**src/rtl/mips_pkg.sv**
```systemverilog
// Shared MIPS definitions used by the ID/EX stage: ALU control codes, opcode/funct
// values and the control bundles passed between decode and the pipeline register.
package mips_pkg;

    typedef enum logic [2:0] {
        ALU_ADD = 3'b000,
        ALU_SUB = 3'b001,
        ALU_SLL = 3'b010,
        ALU_NOR = 3'b011,
        ALU_AND = 3'b100,
        ALU_SLT = 3'b101
    } alu_ctrl_e;

    localparam logic [5:0] OP_RTYPE = 6'h00;
    localparam logic [5:0] OP_ADDI  = 6'h08;
    localparam logic [5:0] OP_LW    = 6'h23;
    localparam logic [5:0] OP_SW    = 6'h2B;
    localparam logic [5:0] OP_BEQ   = 6'h04;
    localparam logic [5:0] OP_ANDI  = 6'h0C;
    localparam logic [5:0] OP_SLTI  = 6'h0A;

    localparam logic [5:0] FN_ADD = 6'h20;
    localparam logic [5:0] FN_SUB = 6'h22;
    localparam logic [5:0] FN_SLL = 6'h00;
    localparam logic [5:0] FN_NOR = 6'h27;
    localparam logic [5:0] FN_AND = 6'h24;
    localparam logic [5:0] FN_SLT = 6'h2A;

    typedef struct packed {
        alu_ctrl_e alu;
        logic      regwrite;
        logic      memread;
        logic      memwrite;
        logic      branch;
        logic      imm_zero_ext;
        logic      uses_rt;
        logic      use_imm;
        logic      dest_is_rt;
        logic      illegal;
    } dec_ctrl_t;

    typedef struct packed {
        logic      valid;
        logic      regwrite;
        logic      memread;
        logic      memwrite;
        logic      branch;
        logic      use_imm;
        logic      illegal;
        alu_ctrl_e alu;
        logic [4:0] rd;
        logic [4:0] rs;
        logic [4:0] rt;
        logic [4:0] shamt;
    } ex_ctrl_t;

    localparam ex_ctrl_t EX_BUBBLE = '0;

endpackage

```
**src/rtl/id_ex_stage_if.sv**
```systemverilog
// Signal bundle between ID, the forwarding sources and the ID/EX stage.
// master drives ID fields and forwarding sources; slave is the stage itself.
interface id_ex_stage_if #(parameter int W = 32);

    logic         id_valid;
    logic [5:0]   id_opcode;
    logic [5:0]   id_funct;
    logic [4:0]   id_rs;
    logic [4:0]   id_rt;
    logic [4:0]   id_rd;
    logic [4:0]   id_shamt;
    logic [15:0]  id_imm;
    logic [W-1:0] id_rs_data;
    logic [W-1:0] id_rt_data;
    logic         stall_in;
    logic         flush;
    logic         exm_regwrite;
    logic [4:0]   exm_rd;
    logic [W-1:0] exm_result;
    logic         mwb_regwrite;
    logic [4:0]   mwb_rd;
    logic [W-1:0] mwb_result;

    logic [W-1:0] opA;
    logic [W-1:0] opB;
    logic [4:0]   shamt;
    logic [2:0]   alu_control_signal;
    logic         ex_valid;
    logic         ex_regwrite;
    logic         ex_memread;
    logic         ex_memwrite;
    logic         ex_branch;
    logic [4:0]   ex_rd;
    logic [W-1:0] ex_store_data;
    logic         ex_illegal;
    logic         hazard_stall;

    modport master (
        output id_valid, id_opcode, id_funct, id_rs, id_rt, id_rd, id_shamt, id_imm,
               id_rs_data, id_rt_data, stall_in, flush,
               exm_regwrite, exm_rd, exm_result, mwb_regwrite, mwb_rd, mwb_result,
        input  opA, opB, shamt, alu_control_signal, ex_valid, ex_regwrite, ex_memread,
               ex_memwrite, ex_branch, ex_rd, ex_store_data, ex_illegal, hazard_stall
    );

    modport slave (
        input  id_valid, id_opcode, id_funct, id_rs, id_rt, id_rd, id_shamt, id_imm,
               id_rs_data, id_rt_data, stall_in, flush,
               exm_regwrite, exm_rd, exm_result, mwb_regwrite, mwb_rd, mwb_result,
        output opA, opB, shamt, alu_control_signal, ex_valid, ex_regwrite, ex_memread,
               ex_memwrite, ex_branch, ex_rd, ex_store_data, ex_illegal, hazard_stall
    );

endinterface

```
**src/rtl/alu_ctrl_decode.sv**
```systemverilog
// Combinational opcode/funct decode into ALU control code and EX/MEM control bits.
module alu_ctrl_decode
    import mips_pkg::*;
(
    input  logic [5:0] opcode,
    input  logic [5:0] funct,
    output dec_ctrl_t  ctrl
);

    always_comb begin : decode
        dec_ctrl_t c;
        c     = '0;
        c.alu = ALU_ADD;
        if (opcode == OP_RTYPE) begin
            c.regwrite = 1'b1;
            c.uses_rt  = 1'b1;
            case (funct)
                FN_ADD:  c.alu = ALU_ADD;
                FN_SUB:  c.alu = ALU_SUB;
                FN_SLL:  c.alu = ALU_SLL;
                FN_NOR:  c.alu = ALU_NOR;
                FN_AND:  c.alu = ALU_AND;
                FN_SLT:  c.alu = ALU_SLT;
                default: c.illegal = 1'b1;
            endcase
        end else begin
            c.use_imm    = 1'b1;
            c.dest_is_rt = 1'b1;
            case (opcode)
                OP_ADDI: c.regwrite = 1'b1;
                OP_LW: begin
                    c.regwrite = 1'b1;
                    c.memread  = 1'b1;
                end
                OP_SW: begin
                    c.memwrite = 1'b1;
                    c.uses_rt  = 1'b1;
                end
                OP_BEQ: begin
                    c.alu     = ALU_SUB;
                    c.branch  = 1'b1;
                    c.uses_rt = 1'b1;
                    c.use_imm = 1'b0;
                end
                OP_ANDI: begin
                    c.alu          = ALU_AND;
                    c.regwrite     = 1'b1;
                    c.imm_zero_ext = 1'b1;
                end
                OP_SLTI: begin
                    c.alu      = ALU_SLT;
                    c.regwrite = 1'b1;
                end
                default: c.illegal = 1'b1;
            endcase
        end
        // Unsupported encodings must not leak any partial control into EX.
        if (c.illegal) begin
            ctrl         = '0;
            ctrl.illegal = 1'b1;
        end else begin
            ctrl = c;
        end
    end

endmodule

```
**src/rtl/id_ex_stage.sv**
```systemverilog
// ID/EX pipeline register: captures decoded ID fields, forwards EX/MEM and MEM/WB
// results into the ALU operands, and inserts a bubble on load-use hazards.
module id_ex_stage
    import mips_pkg::*;
#(
    parameter int W = 32
) (
    input logic          clk,
    input logic          rst,
    id_ex_stage_if.slave bus
);

    dec_ctrl_t    id_dec;
    ex_ctrl_t     ctrl_d, ctrl_q;
    logic [W-1:0] rs_data_d, rs_data_q;
    logic [W-1:0] rt_data_d, rt_data_q;
    logic [W-1:0] imm_d, imm_q;
    logic [W-1:0] imm_ext;
    logic [W-1:0] rs_fwd, rt_fwd;
    logic         hazard;

    alu_ctrl_decode u_decode (
        .opcode (bus.id_opcode),
        .funct  (bus.id_funct),
        .ctrl   (id_dec)
    );

    assign imm_ext = id_dec.imm_zero_ext ? {{(W-16){1'b0}}, bus.id_imm}
                                         : {{(W-16){bus.id_imm[15]}}, bus.id_imm};

    // A load sitting in EX has no result yet, so a dependent instruction in ID must wait a cycle.
    assign hazard = ctrl_q.valid && ctrl_q.memread && bus.id_valid && (ctrl_q.rd != 5'd0)
                    && ((ctrl_q.rd == bus.id_rs) || (id_dec.uses_rt && (ctrl_q.rd == bus.id_rt)));

    always_comb begin
        ctrl_d    = ctrl_q;
        rs_data_d = rs_data_q;
        rt_data_d = rt_data_q;
        imm_d     = imm_q;
        if (bus.flush) begin
            ctrl_d    = EX_BUBBLE;
            rs_data_d = '0;
            rt_data_d = '0;
            imm_d     = '0;
        end else if (bus.stall_in) begin
            ctrl_d = ctrl_q;
        end else if (hazard || !bus.id_valid || id_dec.illegal) begin
            ctrl_d         = EX_BUBBLE;
            ctrl_d.illegal = !hazard && bus.id_valid && id_dec.illegal;
            rs_data_d      = '0;
            rt_data_d      = '0;
            imm_d          = '0;
        end else begin
            ctrl_d.valid    = 1'b1;
            ctrl_d.regwrite = id_dec.regwrite;
            ctrl_d.memread  = id_dec.memread;
            ctrl_d.memwrite = id_dec.memwrite;
            ctrl_d.branch   = id_dec.branch;
            ctrl_d.use_imm  = id_dec.use_imm;
            ctrl_d.illegal  = 1'b0;
            ctrl_d.alu      = id_dec.alu;
            ctrl_d.rd       = id_dec.dest_is_rt ? bus.id_rt : bus.id_rd;
            ctrl_d.rs       = bus.id_rs;
            ctrl_d.rt       = bus.id_rt;
            ctrl_d.shamt    = bus.id_shamt;
            rs_data_d       = bus.id_rs_data;
            rt_data_d       = bus.id_rt_data;
            imm_d           = imm_ext;
        end
    end

    always_ff @(posedge clk or posedge rst) begin
        if (rst) begin
            ctrl_q    <= EX_BUBBLE;
            rs_data_q <= '0;
            rt_data_q <= '0;
            imm_q     <= '0;
        end else begin
            ctrl_q    <= ctrl_d;
            rs_data_q <= rs_data_d;
            rt_data_q <= rt_data_d;
            imm_q     <= imm_d;
        end
    end

    // The younger EX/MEM result takes precedence; register 0 is hardwired and never forwarded.
    function automatic logic [W-1:0] forward_src(
        input logic [4:0]   src,
        input logic [W-1:0] file_data,
        input logic         exm_rw,
        input logic [4:0]   exm_rd,
        input logic [W-1:0] exm_res,
        input logic         mwb_rw,
        input logic [4:0]   mwb_rd,
        input logic [W-1:0] mwb_res
    );
        logic [W-1:0] result;
        result = file_data;
        if (src != 5'd0) begin
            if (exm_rw && (exm_rd == src)) begin
                result = exm_res;
            end else if (mwb_rw && (mwb_rd == src)) begin
                result = mwb_res;
            end
        end
        return result;
    endfunction

    assign rs_fwd = forward_src(ctrl_q.rs, rs_data_q, bus.exm_regwrite, bus.exm_rd, bus.exm_result,
                                bus.mwb_regwrite, bus.mwb_rd, bus.mwb_result);
    assign rt_fwd = forward_src(ctrl_q.rt, rt_data_q, bus.exm_regwrite, bus.exm_rd, bus.exm_result,
                                bus.mwb_regwrite, bus.mwb_rd, bus.mwb_result);

    assign bus.opA                = rs_fwd;
    assign bus.opB                = ctrl_q.use_imm ? imm_q : rt_fwd;
    assign bus.shamt              = ctrl_q.shamt;
    assign bus.alu_control_signal = ctrl_q.alu;
    assign bus.ex_valid           = ctrl_q.valid;
    assign bus.ex_regwrite        = ctrl_q.regwrite;
    assign bus.ex_memread         = ctrl_q.memread;
    assign bus.ex_memwrite        = ctrl_q.memwrite;
    assign bus.ex_branch          = ctrl_q.branch;
    assign bus.ex_rd              = ctrl_q.rd;
    assign bus.ex_store_data      = rt_fwd;
    assign bus.ex_illegal         = ctrl_q.illegal;
    assign bus.hazard_stall       = hazard;

endmodule

```
**src/flat_wrapper.sv**
```systemverilog
// flat-port wrapper written by rule: the top's interface ports become plain ports
module id_ex_stage_flat import mips_pkg::*;
#(
    parameter int W = 32
)
  (clk, rst, bus_id_valid, bus_id_opcode, bus_id_funct, bus_id_rs, bus_id_rt, bus_id_rd, bus_id_shamt, bus_id_imm, bus_id_rs_data, bus_id_rt_data, bus_stall_in, bus_flush, bus_exm_regwrite, bus_exm_rd, bus_exm_result, bus_mwb_regwrite, bus_mwb_rd, bus_mwb_result, bus_opA, bus_opB, bus_shamt, bus_alu_control_signal, bus_ex_valid, bus_ex_regwrite, bus_ex_memread, bus_ex_memwrite, bus_ex_branch, bus_ex_rd, bus_ex_store_data, bus_ex_illegal, bus_hazard_stall);
  id_ex_stage_if #(.W(W)) bus_i ();
  input logic clk;
  input logic rst;
  input wire logic [$bits(bus_i.id_valid)-1:0] bus_id_valid;
  input wire logic [$bits(bus_i.id_opcode)-1:0] bus_id_opcode;
  input wire logic [$bits(bus_i.id_funct)-1:0] bus_id_funct;
  input wire logic [$bits(bus_i.id_rs)-1:0] bus_id_rs;
  input wire logic [$bits(bus_i.id_rt)-1:0] bus_id_rt;
  input wire logic [$bits(bus_i.id_rd)-1:0] bus_id_rd;
  input wire logic [$bits(bus_i.id_shamt)-1:0] bus_id_shamt;
  input wire logic [$bits(bus_i.id_imm)-1:0] bus_id_imm;
  input wire logic [$bits(bus_i.id_rs_data)-1:0] bus_id_rs_data;
  input wire logic [$bits(bus_i.id_rt_data)-1:0] bus_id_rt_data;
  input wire logic [$bits(bus_i.stall_in)-1:0] bus_stall_in;
  input wire logic [$bits(bus_i.flush)-1:0] bus_flush;
  input wire logic [$bits(bus_i.exm_regwrite)-1:0] bus_exm_regwrite;
  input wire logic [$bits(bus_i.exm_rd)-1:0] bus_exm_rd;
  input wire logic [$bits(bus_i.exm_result)-1:0] bus_exm_result;
  input wire logic [$bits(bus_i.mwb_regwrite)-1:0] bus_mwb_regwrite;
  input wire logic [$bits(bus_i.mwb_rd)-1:0] bus_mwb_rd;
  input wire logic [$bits(bus_i.mwb_result)-1:0] bus_mwb_result;
  output wire logic [$bits(bus_i.opA)-1:0] bus_opA;
  output wire logic [$bits(bus_i.opB)-1:0] bus_opB;
  output wire logic [$bits(bus_i.shamt)-1:0] bus_shamt;
  output wire logic [$bits(bus_i.alu_control_signal)-1:0] bus_alu_control_signal;
  output wire logic [$bits(bus_i.ex_valid)-1:0] bus_ex_valid;
  output wire logic [$bits(bus_i.ex_regwrite)-1:0] bus_ex_regwrite;
  output wire logic [$bits(bus_i.ex_memread)-1:0] bus_ex_memread;
  output wire logic [$bits(bus_i.ex_memwrite)-1:0] bus_ex_memwrite;
  output wire logic [$bits(bus_i.ex_branch)-1:0] bus_ex_branch;
  output wire logic [$bits(bus_i.ex_rd)-1:0] bus_ex_rd;
  output wire logic [$bits(bus_i.ex_store_data)-1:0] bus_ex_store_data;
  output wire logic [$bits(bus_i.ex_illegal)-1:0] bus_ex_illegal;
  output wire logic [$bits(bus_i.hazard_stall)-1:0] bus_hazard_stall;
  assign bus_i.id_valid = bus_id_valid;
  assign bus_i.id_opcode = bus_id_opcode;
  assign bus_i.id_funct = bus_id_funct;
  assign bus_i.id_rs = bus_id_rs;
  assign bus_i.id_rt = bus_id_rt;
  assign bus_i.id_rd = bus_id_rd;
  assign bus_i.id_shamt = bus_id_shamt;
  assign bus_i.id_imm = bus_id_imm;
  assign bus_i.id_rs_data = bus_id_rs_data;
  assign bus_i.id_rt_data = bus_id_rt_data;
  assign bus_i.stall_in = bus_stall_in;
  assign bus_i.flush = bus_flush;
  assign bus_i.exm_regwrite = bus_exm_regwrite;
  assign bus_i.exm_rd = bus_exm_rd;
  assign bus_i.exm_result = bus_exm_result;
  assign bus_i.mwb_regwrite = bus_mwb_regwrite;
  assign bus_i.mwb_rd = bus_mwb_rd;
  assign bus_i.mwb_result = bus_mwb_result;
  assign bus_opA = bus_i.opA;
  assign bus_opB = bus_i.opB;
  assign bus_shamt = bus_i.shamt;
  assign bus_alu_control_signal = bus_i.alu_control_signal;
  assign bus_ex_valid = bus_i.ex_valid;
  assign bus_ex_regwrite = bus_i.ex_regwrite;
  assign bus_ex_memread = bus_i.ex_memread;
  assign bus_ex_memwrite = bus_i.ex_memwrite;
  assign bus_ex_branch = bus_i.ex_branch;
  assign bus_ex_rd = bus_i.ex_rd;
  assign bus_ex_store_data = bus_i.ex_store_data;
  assign bus_ex_illegal = bus_i.ex_illegal;
  assign bus_hazard_stall = bus_i.hazard_stall;
  id_ex_stage #(.W(W)) u_core (.clk(clk), .rst(rst), .bus(bus_i));
endmodule
```
**config.mk**
```make
export PLATFORM = sky130hd
export DESIGN_NAME = id_ex_stage_flat
export DESIGN_NICKNAME = d
export VERILOG_FILES = /design/src/rtl/mips_pkg.sv /design/src/rtl/id_ex_stage_if.sv /design/src/rtl/alu_ctrl_decode.sv /design/src/rtl/id_ex_stage.sv /design/src/flat_wrapper.sv
export SDC_FILE = /design/constraint.sdc
export NUM_CORES = 1
export LEC_CHECK = 0
export BUFFER_PORTS_ARGS = -buffer_cell sky130_fd_sc_hd__buf_2
export CORE_MARGIN = 5
export CORE_UTILIZATION = 28
export CTS_CLUSTER_DIAMETER = 50
export DETAILED_ROUTE_END_ITERATION = 12
export PLACE_DENSITY = 0.61
export SYNTH_ARGS = -nofsm -noshare
export SYNTH_HDL_FRONTEND = slang
export SYNTH_HIERARCHICAL = 1
export SYNTH_SLANG_ARGS = --single-unit
```
**constraint.sdc**
```tcl
create_clock -name clk -period 5 [get_ports clk]
set_input_delay 1 -clock clk [delete_from_list [all_inputs] [get_ports clk]]
set_output_delay 1 -clock clk [all_outputs]
set_load 0.05 [all_outputs]
```
==> results.md, run 1 <==
* Outcome: finished, final reports clean
* First-pass GRT wire length at 48.8 mm
* Worst Skew at 0.0123 ns
* Clock Latency Late Sink at 0.36 ns
* Synthesized flop and latch total at 111
* Vias per inst at 5.66
* Final Util at 37.4%
* I/O pin count at 309
* CTS root buffer: clkbuf_16
* Worst hold path type: flop to flop
* CTS clk-pin slew, worst paths at 0.09 ns
* Post-synth top area cell: dfrtp_1
* Post-synth EDFFs at 0
* H-tree depth at 3
* Main synth FF type: dfrtp_1
* Clock Path Buffers at 2
* Reg2Reg Depth at 5
* Routed wire length at 32.8 mm
* Delay-heaviest family, CP: simple AND/OR/NAND/NOR gates
* RSZ-0062 raised after global routing: false
* Initial antenna violation count at 3
* Cells after DPL at 1306
* Critical Path RT at approximately 4 ns
* Gr ovfl total at 0
* Die area at 0.0282 mm²
* Gp weighted congestion at 0.940
* CTS Buf Count at 9
* Count leader, synth: dfrtp_1
* Start point of the critical path: bus_mwb_rd[4]
* Slew margin rel. at 42.4%
* Post-Syn Nets at 931
* Final worst path period share at 88.8%
* Startpoint Class: input pin
* Max cap viols at 0
* Least-Margin Pin Slew at between 0.8 and 0.9 ns
* Syn Inst Count at 738
* WP depth at 8
* Area of the multi-input gates at approximately 0.0037 mm²
* Site Rows at 57
* Crit path to: bus_opA[5]
* Crit. End Element: primary output
* Worst-path cell chain: buf_2 -> xor2_1 -> nor4_1 -> and3_1 -> buf_4 -> nand2_1 -> o221ai_1 -> buf_2
* Initial Utilization at between 20 and 30%
* CP max stage cell: nand2_1
* Warnings from Yosys at 6
* Power density cells at 213 mW/mm²
* Setup tns final at 0 ns
* Place WS at 0.595 ns
* Min cycle time layout at 4.44 ns
* Setup-failing EPs final at 0
* R2R Setup Slk at between 2 and 3 ns
* CTS tree: yes
* Critical path type: input pin to primary output
* Yosys cell types at 56
* Vias in the first global route at 7569
* Core region area at ~0.024 mm²
* Post-synthesis sequential area ratio at 39.7%
* Most frequent cells after synthesis: dfrtp_1 (111), a22o_1 (107), clkbuf_1 (61), inv_1 (52), nand2_1 (48)
* # hold bufs at CTS at 0
* Syn_area_per_cell at about 9.5 µm²
* Area grow syn2layout at 31.0%
* Vias at 7484
* Final std cells w/o fill at around 1.3k
* Worst vdd ir at 127 µV
* Antenna-violating nets left at 0
* Reg area at 0.00278 mm²
* Fillers at 2557
* Async SR Flop Fraction at 100%
* Number of port buffers at between 300 and 400
* Share of cells above drive strength 1 at between 30 and 40%
* Top cell type's share of synthesized area at roughly 40%
* Fmax at 225 MHz
* Most used cell along the critical path: buf_2
* Starting DRC count in detailed routing at 685
* Crit path buffers/inverters at 3
* Crit-path max cell delay at 0.56 ns
* Final slew viol count at 0
* Dpl hpwl at 24.8 mm
* Post-DR wirelength/cell at 24.8 µm
* Nets@finish at approximately 1.2k
* Ranking of synthesized cells by area: dfrtp_1 (40%), a22o_1 (13%), o221ai_1 (4.1%)
* GRT Util Overall at 22.4%
* Final Worst Setup Slack at 0.558 ns
* Largest net degree at the start of global routing at 63
* Final Hold Viols at 0
* Die W at 168 µm
* Reg2reg start: u_core/bus.ex_rd[0]
* Reg-to-Reg End: u_core/rs_data_q[25]
* Die H at 168 µm
* Post-CTS Setup Repair Bufs at 0
* Number of clock sinks at 111
* Drt drc at 0
* Worst-path fanout max at 17
* PostCTS Resize Cnt at 0
* First drt pass iteration count at 5
* Syn Std Cell Area at 0.00699 mm²
* CP arrival at between 3 and 4 ns
* Leakage at 4.34 nW
layout make-up:
class / count / share of cell area [%]
sequential: 111 / 30.3
clock buffer: 9 / 2.46
multi-input combinational: 488 / 39.9
timing repair buffer: 331 / 20.0
antenna: 1 / 0.0273
tap: 324 / 4.43
clock inverter: 7 / 0.697
inverter: 52 / 2.16
logic make-up after synthesis:
family,Yosys count,share of synthesized area [%]
mux,5,0.805
flops,111,39.7
compound gates,280,33.9
simple gates,173,13.2
xor+xnor,30,3.76
buf+inv,139,8.55
sequential cells by signal, indices dropped and copies added (netlist names):
signal                         count
u_core/bus.alu_control_signal      3
u_core/bus.ex_branch               1
u_core/bus.ex_illegal              1
u_core/bus.ex_memread              1
u_core/bus.ex_memwrite             1
u_core/bus.ex_rd                   5
u_core/bus.ex_regwrite             1
u_core/bus.ex_valid                1
u_core/bus.shamt                   5
u_core/ctrl_q                     11
u_core/imm_q                      17
u_core/rs_data_q                  32
u_core/rt_data_q                  32
metal layers:
metal / global-route usage (%) / share of wire (%) / vias up / wire length (µm)
met5: 0 / 0.021 / - / 7
met4: 8.57 / 3.7 / 2 / 1210
met3: 5.30 / 8.0 / 58 / 2620
met2: 35.4 / 45 / 397 / 14800
met1: 29.7 / 43 / 3657 / 14200
li1: - / - / 3370 / -
worst reg2reg max path: stages, from the launching register on:
cell and delay (ns):
dfrtp_1 0.47, nor3_1 0.27, a21oi_1 0.17, a21oi_4 0.19, buf_4 0.63, a22o_1 0.27
worst min-delay path by stage:
stage	endpoint	cells after the start	start
5_1_grt	u_core/rs_data_q[29]	1	u_core/rs_data_q[29]
2_1_floorplan	u_core/imm_q[30]	1	u_core/imm_q[30]
3_5_place_dp	u_core/bus.ex_illegal	1	u_core/bus.ex_illegal
4_1_cts	u_core/bus.ex_illegal	1	u_core/bus.ex_illegal
6_report	u_core/bus.ex_illegal	1	u_core/bus.ex_illegal
3_3_place_gp	u_core/bus.ex_illegal	1	u_core/bus.ex_illegal
layout by cell type, fill, tap and decap left out, drive strengths merged, types with 17 or more instances in the layout:
| master | count |
|---|---|
| nand3 | 22 |
| o31ai | 17 |
| a22o | 107 |
| nor4 | 19 |
| buf | 331 |
| o221ai | 33 |
| dfrtp | 111 |
| nand4 | 20 |
| o22ai | 19 |
| o21a | 17 |
| inv | 56 |
| nand2 | 48 |
| or3 | 18 |
| xnor2 | 22 |
| a2bb2oi | 31 |
power breakdown:
part	internal, mW	total, mW	leakage (nW)	switching (mW)
Clock	0.352	0.742	0.142	0.390
Sequential	0.904	0.910	1.55	0.00636
Combinational	0.104	0.296	2.65	0.192
per-stage QoR:
step | hold slack (ns) | power [mW] | cell area, µm²
3_3_place_gp | 0.481 | 1.23 | 8870
5_1_grt | 0.519 | 2.03 | 9160
6_report | 0.499 | 1.95 | 9160
3_5_place_dp | 0.485 | 1.22 | 8870
4_1_cts | 0.507 | 1.98 | 9160
2_1_floorplan | 0.457 | 1.06 | 6990
Power figures use the tool's default switching activity.
==> run 2: changes to the inputs <==
--- a/config.mk
+++ b/config.mk
@@ -5,12 +5,12 @@
 export SDC_FILE = /design/constraint.sdc
 export NUM_CORES = 1
 export LEC_CHECK = 0
+export ABC_AREA = 1
 export BUFFER_PORTS_ARGS = -buffer_cell sky130_fd_sc_hd__buf_2
 export CORE_MARGIN = 5
 export CORE_UTILIZATION = 28
 export CTS_CLUSTER_DIAMETER = 50
 export DETAILED_ROUTE_END_ITERATION = 12
-export PLACE_DENSITY = 0.61
 export SYNTH_ARGS = -nofsm -noshare
 export SYNTH_HDL_FRONTEND = slang
 export SYNTH_HIERARCHICAL = 1
==> constraint.sdc (replaced) <==
create_clock -name clk -period 5 [get_ports clk]
set_input_delay 1 -clock clk [delete_from_list [all_inputs] [get_ports clk]]
set_output_delay 1 -clock clk [all_outputs]
set_load 0.02 [all_outputs]
==> run 2 against run 1 <==
- area after synthesis grew 15%
- power grew 0.48%
- synthesized cell count grew 77%
- clock skew down 0.0013 ns
- first-iteration DRC count shrank 3.2%
- sequential power hardly changed
- register-to-register slack got worse by 0.24 ns
==> results.md, run 2 <==
* Syn Std Cell Area at 0.00807 mm² (+15%)
* CTS root buffer: clkbuf_16
* R2R Setup Slk at 2.70 ns (-0.24 ns)
* Crit. End Element: primary output
* Worst hold path type: flop to flop
* Count leader, synth: nand2_1
* CTS clk-pin slew, worst paths at 0.08 ns (about the same)
* Fmax at 241 MHz (+7.2%)
* Post-synth top area cell: dfrtp_1
* Critical Path RT at 4.00 ns (about the same)
* Final worst path period share at 82.9% (-6.0 points)
* Final Worst Setup Slack at 0.855 ns (+0.298 ns)
* H-tree depth at 3 (unchanged)
* CP max stage cell: a21boi_4
* Top cell type's share of synthesized area at 34.4% (-5.3 points)
* Initial Utilization at 28.3% (-0.31 points)
* GRT Util Overall at 20.7% (-1.7 points)
* First drt pass iteration count at 5 (unchanged)
* Biggest regs: u_core/rs_data_q: 32 flops, u_core/rt_data_q: 32 flops, u_core/imm_q: 17 flops
* Starting DRC count in detailed routing at 663 (-3.2%)
* Clock Power Share at 37.8% (-0.3 points)
* Dpl hpwl at 26.5 mm (+7.1%)
* Final Util at 35.5% (-2.0 points)
* Final slew viol count at 0 (unchanged)
* Syn Inst Count at 1308 (+77%)
* Switch Pwr at 0.581 mW (-1.1%)
* # hold bufs at CTS at 0 (unchanged)
* CTS tree: yes
* Largest net degree at the start of global routing at 108 (+71%)
* First-pass GRT wire length at 53.2 mm (+9.1%)
* CTS Buf Count at 9 (unchanged)
* Delay-heaviest family, CP: compound AO/OA/AOI/OAI gates
* Final Hold Viols at 0 (unchanged)
* Warnings from Yosys at 6 (unchanged)
* Site Rows at 62 (+8.8%)
* Synthesized flop and latch total at 111 (unchanged)
* Clock Path Buffers at 2 (unchanged)
* Vias per inst at 4.75 (-16%)
* Sw frac at 29.7% (-0.48 points)
* Number of port buffers at 308 (unchanged)
* Slew margin rel. at 32.2% (-10 points)
* Share of cells above drive strength 1 at 23.8% (-13 points)
* Most frequent cells after synthesis: nand2_1 (427), nor2_1 (254), nand3_1 (155), inv_1 (115), dfrtp_1 (111)
* Worst-path cell chain: buf_2 -> or2_0 -> a21oi_1 -> nand3_2 -> a21boi_4 -> buf_4 -> nor2_1 -> nor2_1 -> buf_2
* Gr ovfl total at 0 (unchanged)
* RSZ-0062 raised after global routing: false
* Post-synth EDFFs at 0 (unchanged)
* Max cap viols at 0 (unchanged)
* Commonest non-fill, non-tap cells in the layout: nand2_1 (427), buf_2 (308), nor2_1 (252), nand3_1 (154), inv_1 (114)
* Min cycle time layout at 4.14 ns (-0.298 ns)
* Final Cell Area at 0.0101 mm² (+11%)
* Post-CTS Setup Repair Bufs at 0 (unchanged)
* Post-Place Cell Area at 0.00983 mm² (+11%)
* Area grow syn2layout at 25.5%
* Post-Syn Nets at 1501 (+61%)
* GR Util met1 at 26.9% (-2.8 points)
* CP arrival at 3.14 ns (-0.30 ns)
* Async SR Flop Fraction at 100% (unchanged)
* Leakage at 6.22 nW (+43%)
* I/O pin count at 309 (unchanged)
* Die W at 180 µm (+7.0%)
* Main synth FF type: dfrtp_1
* Gp weighted congestion at 0.888 (-5.6%)
* Initial antenna violation count at 8 (+5)
* Startpoint Class: input pin
* Outcome: finished, final reports clean
* Clock Latency Late Sink at 0.35 ns (about the same)
* Logic gate share of total power at 15.7% (+0.5 points)
* Ranking of synthesized cells by area: dfrtp_1 (34%), nand2_1 (20%), nor2_1 (12%)
* Antenna-violating nets left at 0 (unchanged)
* Post-DR wirelength/cell at 17.7 µm (-29%)
* Place WS at 0.748 ns (+0.153 ns)
* Int Power at 1.38 mW (+1.2%)
* Worst vdd ir at 148 µV (+17%)
* Tightest hold margin at 0.483 ns (-0.0165 ns)
* Most common cell after layout, fill and taps aside: nand2_1
* Drt drc at 0 (unchanged)
* Routed wire length at 34.6 mm (+5.4%)
* Syn_area_per_cell at 6.17 µm² (-35%)
* Core region area at 0.0285 mm² (+17%)
* Worst Skew at 0.0110 ns (-0.00130 ns)
* Sequential power share at 46.5% (-0.2 points)
* Fillers at 3245 (+27%)
* Most Crowded Layer GR: met2
* Vias in the first global route at 9127 (+21%)
* Die area at 0.0323 mm² (+14%)
* Vias at 9269 (+24%)
* Setup-failing EPs final at 0 (unchanged)
* Die H at 180 µm (+7.0%)
* Nets@finish at 1754 (+48%)
* PostCTS Resize Cnt at 0 (unchanged)
* Setup tns final at 0 ns (unchanged)
* Yosys cell types at 33 (-41%)
* Critical path type: input pin to primary output
* Least-Margin Pin Slew at 1.02 ns (+0.155 ns)
* Met2 Use GR at 33.5% (-1.9 points)
* Power density cells at 193 mW/mm² (-9.1%)
* Number of clock sinks at 111 (unchanged)
* Post-synthesis sequential area ratio at 34.4% (-5.3 points)
* Routing usage on met3 at 5.50% (+0.20 points)
* Worst-path fanout max at 20 (+3)
* Crit path buffers/inverters at 3 (unchanged)
* Crit-path max cell delay at 0.60 ns (+0.04 ns)
run 2: power by group through the flow:
stage,registers [mW],clock network [mW],logic [mW]
floorplan,0.927,0,0.151
global placement,0.928,0,0.310
detailed placement,0.928,0,0.310
CTS,0.910,0.764,0.312
global route,0.911,0.804,0.341
finish,0.910,0.739,0.308
run 2: layout make-up:
cell class	count	area (µm²)	share of cell area [%]
clock inverters	6	50.0	0.494
inverters	118	445	4.40
repair buffers	330	1730	17.1
well taps	384	480	4.74
diodes	3	7.51	0.0741
multi-input cells	991	4400	43.4
flip-flops and latches	111	2780	27.4
clock buffers	10	239	2.36
run 2: cells by family after synthesis:
logic type,count (synthesis),share of synthesized area (%)
AO/OA/AOI/OAI,58,3.98
XOR/XNOR,4,0.434
buffers and inverters,206,11.5
flip-flops,111,34.4
multiplexers,5,0.698
AND/OR/NAND/NOR,924,49.0
run 2: final timing paths:
path / to / startpoint / depth (start not counted)
min: u_core/bus.shamt[2] / u_core/bus.shamt[2] / 2
min reg2reg: u_core/bus.shamt[2] / u_core/bus.shamt[2] / 2
max reg2reg: u_core/rt_data_q[14] / u_core/bus.ex_rd[2] / 12
max: bus_opA[31] / bus_exm_rd[3] / 9
max in group asynchronous: u_core/imm_q[4] / rst / 3
min in group asynchronous: u_core/rt_data_q[17] / rst / 2
run 2: worst register-to-register path, stage by stage (launching register included):
cell	delay, ns
dfrtp_1	0.43
inv_1	0.11
nand2_1	0.06
nand2_1	0.05
nor2_1	0.04
nand3_1	0.08
nand2_1	0.06
nand2_1	0.10
inv_2	0.06
nor2_4	0.63
buf_12	0.35
nand3_1	0.19
nand2_1	0.08
run 2: stage by stage:
stage	power [mW]	instances
finish	1.96	1953
global route	2.06	1953
CTS	1.99	1950
detailed placement	1.24	1934
global placement	1.24	1934
floorplan	1.08	1308
run 2: metal layers:
layer  part of all wire [%]  vias up
met4                    3.1        8
met1                     43     4297
li1                       -     4533
met3                    8.2       56
met2                     45      375
met5                   0.16        -
